File: src/rtl/mem_access_ctrl.sv
// rtl/mem_access_ctrl.sv - load/store initiator serializing accesses onto a byte-wide memory port
//
// Accepts one load/store at a time from the MEM stage, walks the bytes of the
// access most-significant first on an 8-bit memory port, and returns a single
// cycle response. Misaligned and illegal-size requests are trapped at
// acceptance and never touch memory.
//
// Ports:
//   clk, reset_n          clock (rising edge), synchronous active-low reset
//   req_valid/req_ready   request handshake; ready only while IDLE
//   req_write, req_size   store/load, 00 byte / 01 half / 10 word / 11 illegal
//   req_sign              loads: sign-extend (1) or zero-extend (0)
//   req_addr, req_wdata   address of the most-significant byte, right-aligned store data
//   resp_valid            one-cycle response strobe (no backpressure)
//   resp_rdata            extended load data; 0 for stores and errors
//   resp_error            misaligned or illegal size, qualified by resp_valid
//   mem_en, mem_we        byte access enable / write select
//   mem_addr, mem_wdata   byte address and write byte
//   mem_rdata             read byte, combinational from mem_addr
module mem_access_ctrl #(
  parameter int ADDR_W = 9
) (
  input  logic              clk,
  input  logic              reset_n,
  input  logic              req_valid,
  output logic              req_ready,
  input  logic              req_write,
  input  logic [1:0]        req_size,
  input  logic              req_sign,
  input  logic [ADDR_W-1:0] req_addr,
  input  logic [31:0]       req_wdata,
  output logic              resp_valid,
  output logic [31:0]       resp_rdata,
  output logic              resp_error,
  output logic              mem_en,
  output logic              mem_we,
  output logic [ADDR_W-1:0] mem_addr,
  output logic [7:0]        mem_wdata,
  input  logic [7:0]        mem_rdata
);

  typedef enum logic [1:0] {
    S_IDLE = 2'd0,
    S_XFER = 2'd1,
    S_RESP = 2'd2
  } state_t;

  state_t              state_q;
  logic                write_q;
  logic                sign_q;
  logic [1:0]          last_q;      // index of the final byte (n-1)
  logic [1:0]          k_q;         // index of the byte currently on the port
  logic [23:0]         data_q;      // load bytes gathered so far
  logic [31:0]         wsh_q;       // store bytes still to send, next one in [31:24]
  logic                resp_valid_q;
  logic                resp_error_q;
  logic [31:0]         resp_rdata_q;
  logic                mem_en_q;
  logic                mem_we_q;
  logic [ADDR_W-1:0]   mem_addr_q;
  logic [7:0]          mem_wdata_q;

  logic                req_err_d;
  logic [1:0]          last_d;
  logic [31:0]         aligned_d;
  logic [31:0]         asm_d;
  logic [31:0]         ext_d;

  // Alignment/size trap evaluated on the raw request at acceptance.
  always_comb begin
    req_err_d = 1'b0;
    case (req_size)
      2'b00:   req_err_d = 1'b0;
      2'b01:   req_err_d = req_addr[0];
      2'b10:   req_err_d = (req_addr[1:0] != 2'b00);
      default: req_err_d = 1'b1;
    endcase
  end

  // Left-justify store data so the big-endian byte order becomes a plain
  // shift out of the top byte. Loads carry no write data.
  always_comb begin
    last_d    = 2'd0;
    aligned_d = 32'h0;
    case (req_size)
      2'b01: begin
        last_d    = 2'd1;
        aligned_d = {req_wdata[15:0], 16'h0};
      end
      2'b10: begin
        last_d    = 2'd3;
        aligned_d = req_wdata;
      end
      default: begin
        last_d    = 2'd0;
        aligned_d = {req_wdata[7:0], 24'h0};
      end
    endcase
    if (!req_write) aligned_d = 32'h0;
  end

  // Assembled load value including the byte on the port this cycle, then
  // extended from bit 8n-1.
  always_comb begin
    asm_d = {data_q, mem_rdata};
    ext_d = asm_d;
    case (last_q)
      2'd0:    ext_d = {{24{sign_q & asm_d[7]}}, asm_d[7:0]};
      2'd1:    ext_d = {{16{sign_q & asm_d[15]}}, asm_d[15:0]};
      default: ext_d = asm_d;
    endcase
  end

  always_ff @(posedge clk) begin
    if (!reset_n) begin
      state_q      <= S_IDLE;
      write_q      <= 1'b0;
      sign_q       <= 1'b0;
      last_q       <= 2'd0;
      k_q          <= 2'd0;
      data_q       <= 24'h0;
      wsh_q        <= 32'h0;
      resp_valid_q <= 1'b0;
      resp_error_q <= 1'b0;
      resp_rdata_q <= 32'h0;
      mem_en_q     <= 1'b0;
      mem_we_q     <= 1'b0;
      mem_addr_q   <= '0;
      mem_wdata_q  <= 8'h0;
    end else begin
      case (state_q)
        S_IDLE: begin
          if (req_valid) begin
            write_q <= req_write;
            sign_q  <= req_sign;
            last_q  <= last_d;
            k_q     <= 2'd0;
            data_q  <= 24'h0;
            if (req_err_d) begin
              state_q      <= S_RESP;
              resp_valid_q <= 1'b1;
              resp_error_q <= 1'b1;
              resp_rdata_q <= 32'h0;
            end else begin
              state_q     <= S_XFER;
              mem_en_q    <= 1'b1;
              mem_we_q    <= req_write;
              mem_addr_q  <= req_addr;
              mem_wdata_q <= aligned_d[31:24];
              wsh_q       <= {aligned_d[23:0], 8'h0};
            end
          end
        end
        S_XFER: begin
          data_q <= asm_d[23:0];
          if (k_q == last_q) begin
            state_q      <= S_RESP;
            mem_en_q     <= 1'b0;
            mem_we_q     <= 1'b0;
            mem_wdata_q  <= 8'h0;
            resp_valid_q <= 1'b1;
            resp_error_q <= 1'b0;
            resp_rdata_q <= write_q ? 32'h0 : ext_d;
          end else begin
            k_q         <= k_q + 2'd1;
            mem_addr_q  <= mem_addr_q + ADDR_W'(1);
            mem_wdata_q <= wsh_q[31:24];
            wsh_q       <= {wsh_q[23:0], 8'h0};
          end
        end
        default: begin
          state_q      <= S_IDLE;
          resp_valid_q <= 1'b0;
          resp_error_q <= 1'b0;
          resp_rdata_q <= 32'h0;
        end
      endcase
    end
  end

  assign req_ready  = (state_q == S_IDLE);
  assign resp_valid = resp_valid_q;
  assign resp_error = resp_error_q;
  assign resp_rdata = resp_rdata_q;
  assign mem_en     = mem_en_q;
  assign mem_we     = mem_we_q;
  assign mem_addr   = mem_addr_q;
  assign mem_wdata  = mem_wdata_q;

endmodule

File: config.mk
export PLATFORM = sky130hd
export DESIGN_NAME = mem_access_ctrl
export DESIGN_NICKNAME = d
export VERILOG_FILES = /design/src/rtl/mem_access_ctrl.sv
export SDC_FILE = /design/constraint.sdc
export NUM_CORES = 1
export LEC_CHECK = 0
export ABC_AREA = 0
export CORE_AREA = 2 2 115 106
export CTS_BUF_LIST = sky130_fd_sc_hd__clkbuf_16
export CTS_CLUSTER_DIAMETER = 120
export DETAILED_ROUTE_END_ITERATION = 8
export DIE_AREA = 0 0 117 108
export PLACE_DENSITY = 0.82
export SLEW_MARGIN = 20
export SYNTH_ARGS = -nofsm -noshare
export SYNTH_HDL_FRONTEND = slang
export SYNTH_SLANG_ARGS = --single-unit
File: constraint.sdc
create_clock -name clk -period 1.5 [get_ports clk]
set_input_delay 0.15 -clock clk [delete_from_list [all_inputs] [get_ports clk]]
set_output_delay 0.15 -clock clk [all_outputs]
set_load 0.05 [all_outputs]
==> results.py, run 1 <==
metrics = {
    "outcome": {
        "outcome": "finished, violations left",
        "violations": "setup timing",
    },
    "global_route": {
        "overflow": 0,
        "grt_max_degree": 37,
        "grt_pass1_wl_um": 24300,
        "grt_pass1_vias": 4944,
        "grt_use_total": 0.242,
        "antenna_found_initial": 1,
    },
    "sta": {
        "slew_viol_final": 0,
        "setup_ws_ps": -76.6,
        "worst_hold_slack_ps": 309,
        "grt_setup_unrepaired": "true",
        "worstMarginPinSlew_ps": 549,
        "slew_headroom": 0.629,
        "fmax_mhz": 634,
        "finClkSkew_ps": 8.68,
        "post-route-min-period_ps": 1580,
        "hold_violations": 0,
        "period_share": 1.05,
        "finalSetupViolCount": 11,
    },
    "worst_setup_path": {
        "cp.arrival_ps": 1860,
        "endpoint_kind": "flip-flop",
        "timing.rr.end": "mem_addr[2]",
        "start_kind": "flip-flop",
        "crit_type": "reg2reg",
        "max_stage_delay_ps": 540,
        "crit_fanout": 5,
        "critical_path_buf_inv_count": 0,
        "crit_chain": "ha_1, nor4bb_1, a21oi_1, nor2_1, a32o_1",
        "ff2ff_path_depth": 5,
        "cp.required_ps": 1790,
        "r2r_start": "mem_addr[0]",
        "r2r_slack_ps": -80,
        "critPathTopFamily": "simple AND/OR/NAND/NOR gates",
        "crit_path_top_delay_cell": "nor4bb_1",
    },
    "floorplan": {
        "ioPinCount": 110,
        "die_y_um": 108,
        "core_um2": 11300,
        "start_util": 0.452,
        "die_w_um": 117,
        "row_count": 37,
        "die_area_um2": 12600,
    },
    "min_path": {
        "holdCritStartpoint": "reset_n",
        "hold_path.class": "in2reg",
        "whs_endpoint": "resp_valid",
        "min_path_cells": 4,
    },
    "logic_synthesis": {
        "netlist_instances": 584,
        "synth_largest_area_cell": "dfxtp_1",
        "ys_seq_area_frac": 0.426,
        "synth_cell_types": 55,
        "synthArstFlopShare": 0,
        "syn_nets": 645,
        "synth_top_area_frac": 0.426,
        "ys_warn_count": 0,
        "synth-edff-count": 0,
        "ys_ff_latch": 109,
        "synth_flop_cell": "dfxtp_1",
        "synth_area_leaders": "dfxtp_1 (43%), a22oi_1 (7.0%), mux2i_1 (6.4%)",
        "synth.avg_cell_area_um2": 8.78,
        "syn_area_um2": 5130,
    },
    "routing": {
        "wirelength_um": 15700,
        "dr.pass1.iters": 7,
        "routedWlPerCell_um": 17.9,
        "num_vias": 5128,
        "drtAntennaViolNets": 0,
        "viasPerCell": 5.84,
        "route.detailed.drc": 0,
        "initialDrtViolationCount": 450,
    },
    "clocking": {
        "cts_sinks": 109,
        "cts_buffers": 9,
        "cts_tree": "yes",
        "cts_hold_buf": 0,
        "cts_max_path_buffers": 2,
        "worst_skew_pair.late_latency_ps": 350,
        "cts_root_buffer": "clkbuf_16",
        "clk_pin_slew_ps": 80,
        "h-tree-depth": 3,
    },
    "power_and_ir_drop": {
        "seqPwrFrac": 0.408,
        "pwr-share-clk": 0.331,
        "power_frac_comb": 0.261,
        "pwr_density_cell_nw_per_um2": 1070,
        "p_sw_mw": 2.44,
        "ir_drop_mv": 0.659,
        "internal_power_mw": 5.32,
        "switching_share": 0.314,
        "p_leak_nw": 2.85,
    },
    "place": {
        "io_buffers": 109,
        "post-dp-hpwl_um": 10300,
        "pre_cts_slack_ps": -660,
        "gp_congestion": 0.908,
    },
    "final_layout": {
        "fill_cells": 871,
        "nets": 777,
        "drive_above_1_share": 0.273,
        "areaGrowthSynthToFinish_pct": 41.8,
        "postLayoutCoreUtil": 0.641,
    },
    "flow_run": {
        "drv_cap": 0,
    },
}
==> cell type report <==
| cell class | instances | area, um2 | share of cell area |
|---|---|---|---|
| clock buffers | 9 | 225 | 0.0310 |
| flip-flops and latches | 109 | 2210 | 0.303 |
| repair buffers | 180 | 1700 | 0.234 |
| inverters | 4 | 15.0 | 0.00207 |
| multi-input cells | 412 | 2820 | 0.388 |
| well taps | 156 | 195 | 0.0268 |
| diodes | 1 | 2.50 | 0.000344 |
| clock inverters | 7 | 103 | 0.0141 |
==> state kept, by name, indices dropped and copies added (netlist names), 2 cells and up <==
register	cells
mem_addr	9
data_q	24
wsh_q	24
resp_rdata	32
k_q	2
state_q	2
mem_wdata	8
last_q	2
==> worst max-delay path by stage <==
| stage | startpoint | to | cells past startpoint |
|---|---|---|---|
| after floorplan | state_q[0] | resp_rdata[10] | 8 |
| after global placement | req_size[1] | wsh_q[24] | 7 |
| after detailed placement | req_size[1] | wsh_q[26] | 7 |
| after CTS | req_addr[1] | mem_addr[8] | 7 |
| after global routing | mem_addr[0] | mem_addr[2] | 5 |
| final | mem_addr[0] | mem_addr[2] | 5 |
==> Yosys cell counts (2+ instances only) <==
master,count
dfxtp_1,109
nand2_1,76
a22oi_1,48
mux2i_1,33
clkbuf_1,31
nor2_1,31
a21oi_1,30
nand3_1,29
o21ai_0,24
nand2b_1,18
buf_2,17
nor3_1,13
a211oi_1,11
o21a_1,10
a32oi_1,8
o211a_1,8
o211ai_1,8
o221ai_1,8
buf_4,6
buf_6,5
ha_1,5
o22ai_1,5
a32o_1,4
and3_1,4
inv_1,4
a31oi_1,3
nand3b_1,3
nor2_2,2
nor2b_1,2
o21ai_1,2
o32ai_1,2
xor2_1,2
==> stage by stage <==
stage	std cells	setup TNS (ps)	cell area, um2	total power, mW
floorplan	584	-1610	5180	4.27
global placement	845	-42800	6510	4.86
detailed placement	845	-48330	6510	4.90
CTS	870	-59.5	7040	7.61
global route	877	-2050	7270	8.04
finish	878	-185	7270	7.76
==> power groups by stage <==
| stage | Combinational (mW) | Clock, mW | Sequential (mW) |
|---|---|---|---|
| global route | 2.14 | 2.72 | 3.18 |
| floorplan | 0.826 | 0 | 3.44 |
| detailed placement | 1.68 | 0 | 3.22 |
| finish | 2.02 | 2.57 | 3.17 |
| global placement | 1.65 | 0 | 3.22 |
| CTS | 1.86 | 2.59 | 3.16 |
==> worst register-to-register path, cell delays in order (launching register included) <==
cell and delay (ps):
dfxtp_4 380, ha_1 230, nor4bb_1 540, a21oi_1 120, nor2_1 120, a32o_1 130
==> repair_timing <==
action,in CTS,in global routing
setup buffers,6,6
endpoints found under the hold margin,0,0
gates cloned,3,1
pin swaps,5,10
resized for setup,23,44
endpoints found under the setup margin,79,81
==> cells in the final DEF (no fill, tap or decap), types with 3 or more instances in the layout <==
master and count:
buf_4 102, dfxtp_1 98, nand2_1 76, clkdlybuf4s50_1 50
a22oi_1 48, nor2_1 31, mux2i_1 31, nand3_1 28
a21oi_1 27, o21ai_0 19, nand2b_1 17, nor3_1 12
clkbuf_16 10, buf_6 10, o21a_1 9, o211a_1 8
o211ai_1 8, buf_12 8, o221ai_1 7, dfxtp_2 7
a32oi_1 6, o21ai_1 6, a211oi_1 6, a211oi_2 5
a32o_1 4, dfxtp_4 4, inv_1 3, and3_1 3
a31oi_1 3, a21oi_2 3, o22ai_2 3, nand3b_1 3
buf_16 3
==> logic make-up after synthesis <==
| group | synth area share |
|---|---|
| fa+ha+maj | 0.0122 |
| flops | 0.426 |
| buf+inv | 0.0620 |
| xor+xnor | 0.00342 |
| compound gates | 0.263 |
| mux | 0.0666 |
| simple gates | 0.167 |
==> routing by layer <==
metal	vias to the layer above	track usage	part of all wire
met1	2451	0.300	0.41
met4	0	0.0639	0.018
li1	2405	-	-
met5	-	0	0
met2	245	0.429	0.51
met3	27	0.0465	0.065
No activity file was read; power rests on OpenSTA's default activity.
==> inputs of run 2 (changes only) <==
--- a/config.mk
+++ b/config.mk
@@ -11,6 +11,7 @@
 export CTS_CLUSTER_DIAMETER = 120
 export DETAILED_ROUTE_END_ITERATION = 8
 export DIE_AREA = 0 0 117 108
+export GPL_TIMING_DRIVEN = 0
 export PLACE_DENSITY = 0.82
 export SLEW_MARGIN = 20
 export SYNTH_ARGS = -nofsm -noshare
==> run 2 against run 1 <==
  * The flow still finishes with violations (setup timing)
  * Sequential cell count is the same
  * Critical endpoint unchanged
  * Power is 3.9% higher
  * Clock-buffer cell count is the same
  * Critical path depth increased by 2
  * Die area stayed put
  * Global-route usage up 3.6 points
  * Setup slack lost 160 ps
  * Combinational power grew 13%
  * Clock power up 2%
  * Final cell count increased by 3.4%
  * Maximum frequency fell by 9.3%
  * Hold slack worse by 41 ps
==> results.py, run 2 (synthesis results as in run 1) <==
metrics = {
    "sta": {
        "slew_viol_final": 0,
        "worst_hold_slack_ps": 268,
        "grt_setup_unrepaired": "true",
        "setup_ws_ps": -239,
        "slew_headroom": 0.526,
        "worstMarginPinSlew_ps": 711,
        "period_share": 1.16,
        "hold_violations": 0,
        "finClkSkew_ps": 6.61,
        "post-route-min-period_ps": 1740,
        "finalSetupViolCount": 81,
        "fmax_mhz": 575,
        "tns_ps": -8330,
    },
    "clocking": {
        "cts_buffers": 9,
        "cts_sinks": 109,
        "cts_root_buffer": "clkbuf_16",
        "h-tree-depth": 3,
        "cts_tree": "yes",
        "clk_pin_slew_ps": 80,
        "cts_max_path_buffers": 2,
        "worst_skew_pair.late_latency_ps": 350,
    },
    "power_and_ir_drop": {
        "ir_drop_mv": 0.672,
        "p_leak_nw": 3.15,
        "p_total_mw": 8.07,
        "pwr_density_cell_nw_per_um2": 1030,
    },
    "final_layout": {
        "drive_above_1_share": 0.255,
        "final_common_cell": "dfxtp_1",
        "multi_input_area_um2": 3110,
        "register_area_um2": 2220,
        "layout_common_cells": "dfxtp_1 (97), nand2_1 (74), dlygate4sd2_1 (55), clkdlybuf4s50_1 (50), a22oi_1 (46)",
        "largest_reg_flops": 32,
        "fin_cells": 908,
        "final_cell_area_um2": 7870,
        "antenna_cells": 0,
        "postLayoutCoreUtil": 0.694,
        "fill_cells": 817,
        "areaGrowthSynthToFinish_pct": 53.5,
        "nets": 808,
    },
    "global_route": {
        "antenna_found_initial": 0,
        "grt_max_degree": 22,
        "grt_pass1_vias": 5260,
        "overflow": 0,
        "grt_pass1_wl_um": 27200,
        "grt_use_total": 0.278,
    },
    "floorplan": {
        "die_y_um": 108,
        "die_w_um": 117,
        "core_um2": 11300,
        "ioPinCount": 110,
        "start_util": 0.452,
        "row_count": 37,
        "die_area_um2": 12600,
    },
    "worst_setup_path": {
        "cp.required_ps": 1740,
        "start_kind": "input pin",
        "endpoint_kind": "flip-flop",
        "crit_start": "req_addr[1]",
        "max_stage_delay_ps": 510,
        "crit_chain": "clkdlybuf4s50_1, or3_4, a21boi_4, buf_12, buf_8, o22ai_2, a32o_1",
        "crit_fanout": 5,
        "crit_type": "in2reg",
        "critPathCapture": "mem_addr[2]",
        "ff2ff_path_depth": 7,
        "r2r_slack_ps": -210,
        "timing.rr.end": "mem_addr[2]",
        "r2r_start": "state_q[0]",
        "cp.arrival_ps": 1980,
        "crit_path_top_delay_cell": "clkdlybuf4s50_1",
    },
    "routing": {
        "wirelength_um": 18500,
        "viasPerCell": 6.11,
        "initialDrtViolationCount": 441,
        "routedWlPerCell_um": 20.4,
        "route.detailed.drc": 0,
        "num_vias": 5552,
        "drtAntennaViolNets": 0,
        "dr.pass1.iters": 5,
    },
    "outcome": {
        "violations": "setup timing",
        "outcome": "finished, violations left",
    },
    "place": {
        "gp_congestion": 0.965,
        "post-dp-hpwl_um": 11500,
        "place_inst": 848,
        "pre_cts_slack_ps": -1090,
        "placed_cell_area_um2": 6450,
        "io_buffers": 108,
    },
    "flow_run": {
        "drv_cap": 0,
    },
    "min_path": {
        "hold_path.class": "in2reg",
    },
}
[run 2: changes by cell type in the layout (fill, tap and decap cells not counted), sizes merged]
cell          before  now
dlymetal6s2s       1    0
clkbuf            11   37
diode              1    0
dlygate4sd2        1   55
inv                6    8
clkinv             4    2
buf              125   77
[run 2: timing repair]
action                                  in CTS  in global routing
pin swaps                                   30                 26
hold buffers                                 0                  0
endpoints found under the setup margin     160                106
gates cloned                                 8                  0
gates resized for setup                    183                 65
setup buffers                               30                 19
[run 2: critical path: cells and delay by family]
family                 cells  cell delay (ps)
AOI/OAI and AO/OA          3              540
buffers and inverters      3              800
and+or+nand+nor            1              480
[run 2: worst min-delay path by stage]
stage                         from        endpoint  slack [ps]  cells after the start
detailed placement  resp_rdata[23]  resp_rdata[23]         450                      2
CTS                        reset_n      resp_valid         260                      3
global route               reset_n      resp_valid         270                      3
floorplan                 req_sign          sign_q         290                      2
global placement     resp_rdata[5]   resp_rdata[5]         440                      2
finish                     reset_n     mem_addr[8]         270                      3
[run 2: layout make-up]
type | count | share of cell area
tap | 156 | 0.0248
buffer | 52 | 0.0537
clock inverter | 7 | 0.0130
sequential | 109 | 0.282
inverter | 4 | 0.00191
timing repair buffer | 159 | 0.202
clock buffer | 9 | 0.0286
multi-input combinational | 412 | 0.395
[run 2: where the power goes]
part | internal [mW] | switching, mW | total (mW)
Combinational | 1.03 | 1.25 | 2.28
Sequential | 3.04 | 0.135 | 3.18
Clock | 1.36 | 1.25 | 2.61
Total | 5.43 | 2.63 | 8.07
[run 2: layer usage]
| layer | part of all wire | up-vias | global-route usage |
|---|---|---|---|
| met5 | 0 | - | 0 |
| met4 | 0.040 | 0 | 0.117 |
| met3 | 0.080 | 87 | 0.0476 |
| met2 | 0.50 | 366 | 0.484 |
| met1 | 0.38 | 2632 | 0.338 |
| li1 | - | 2467 | - |
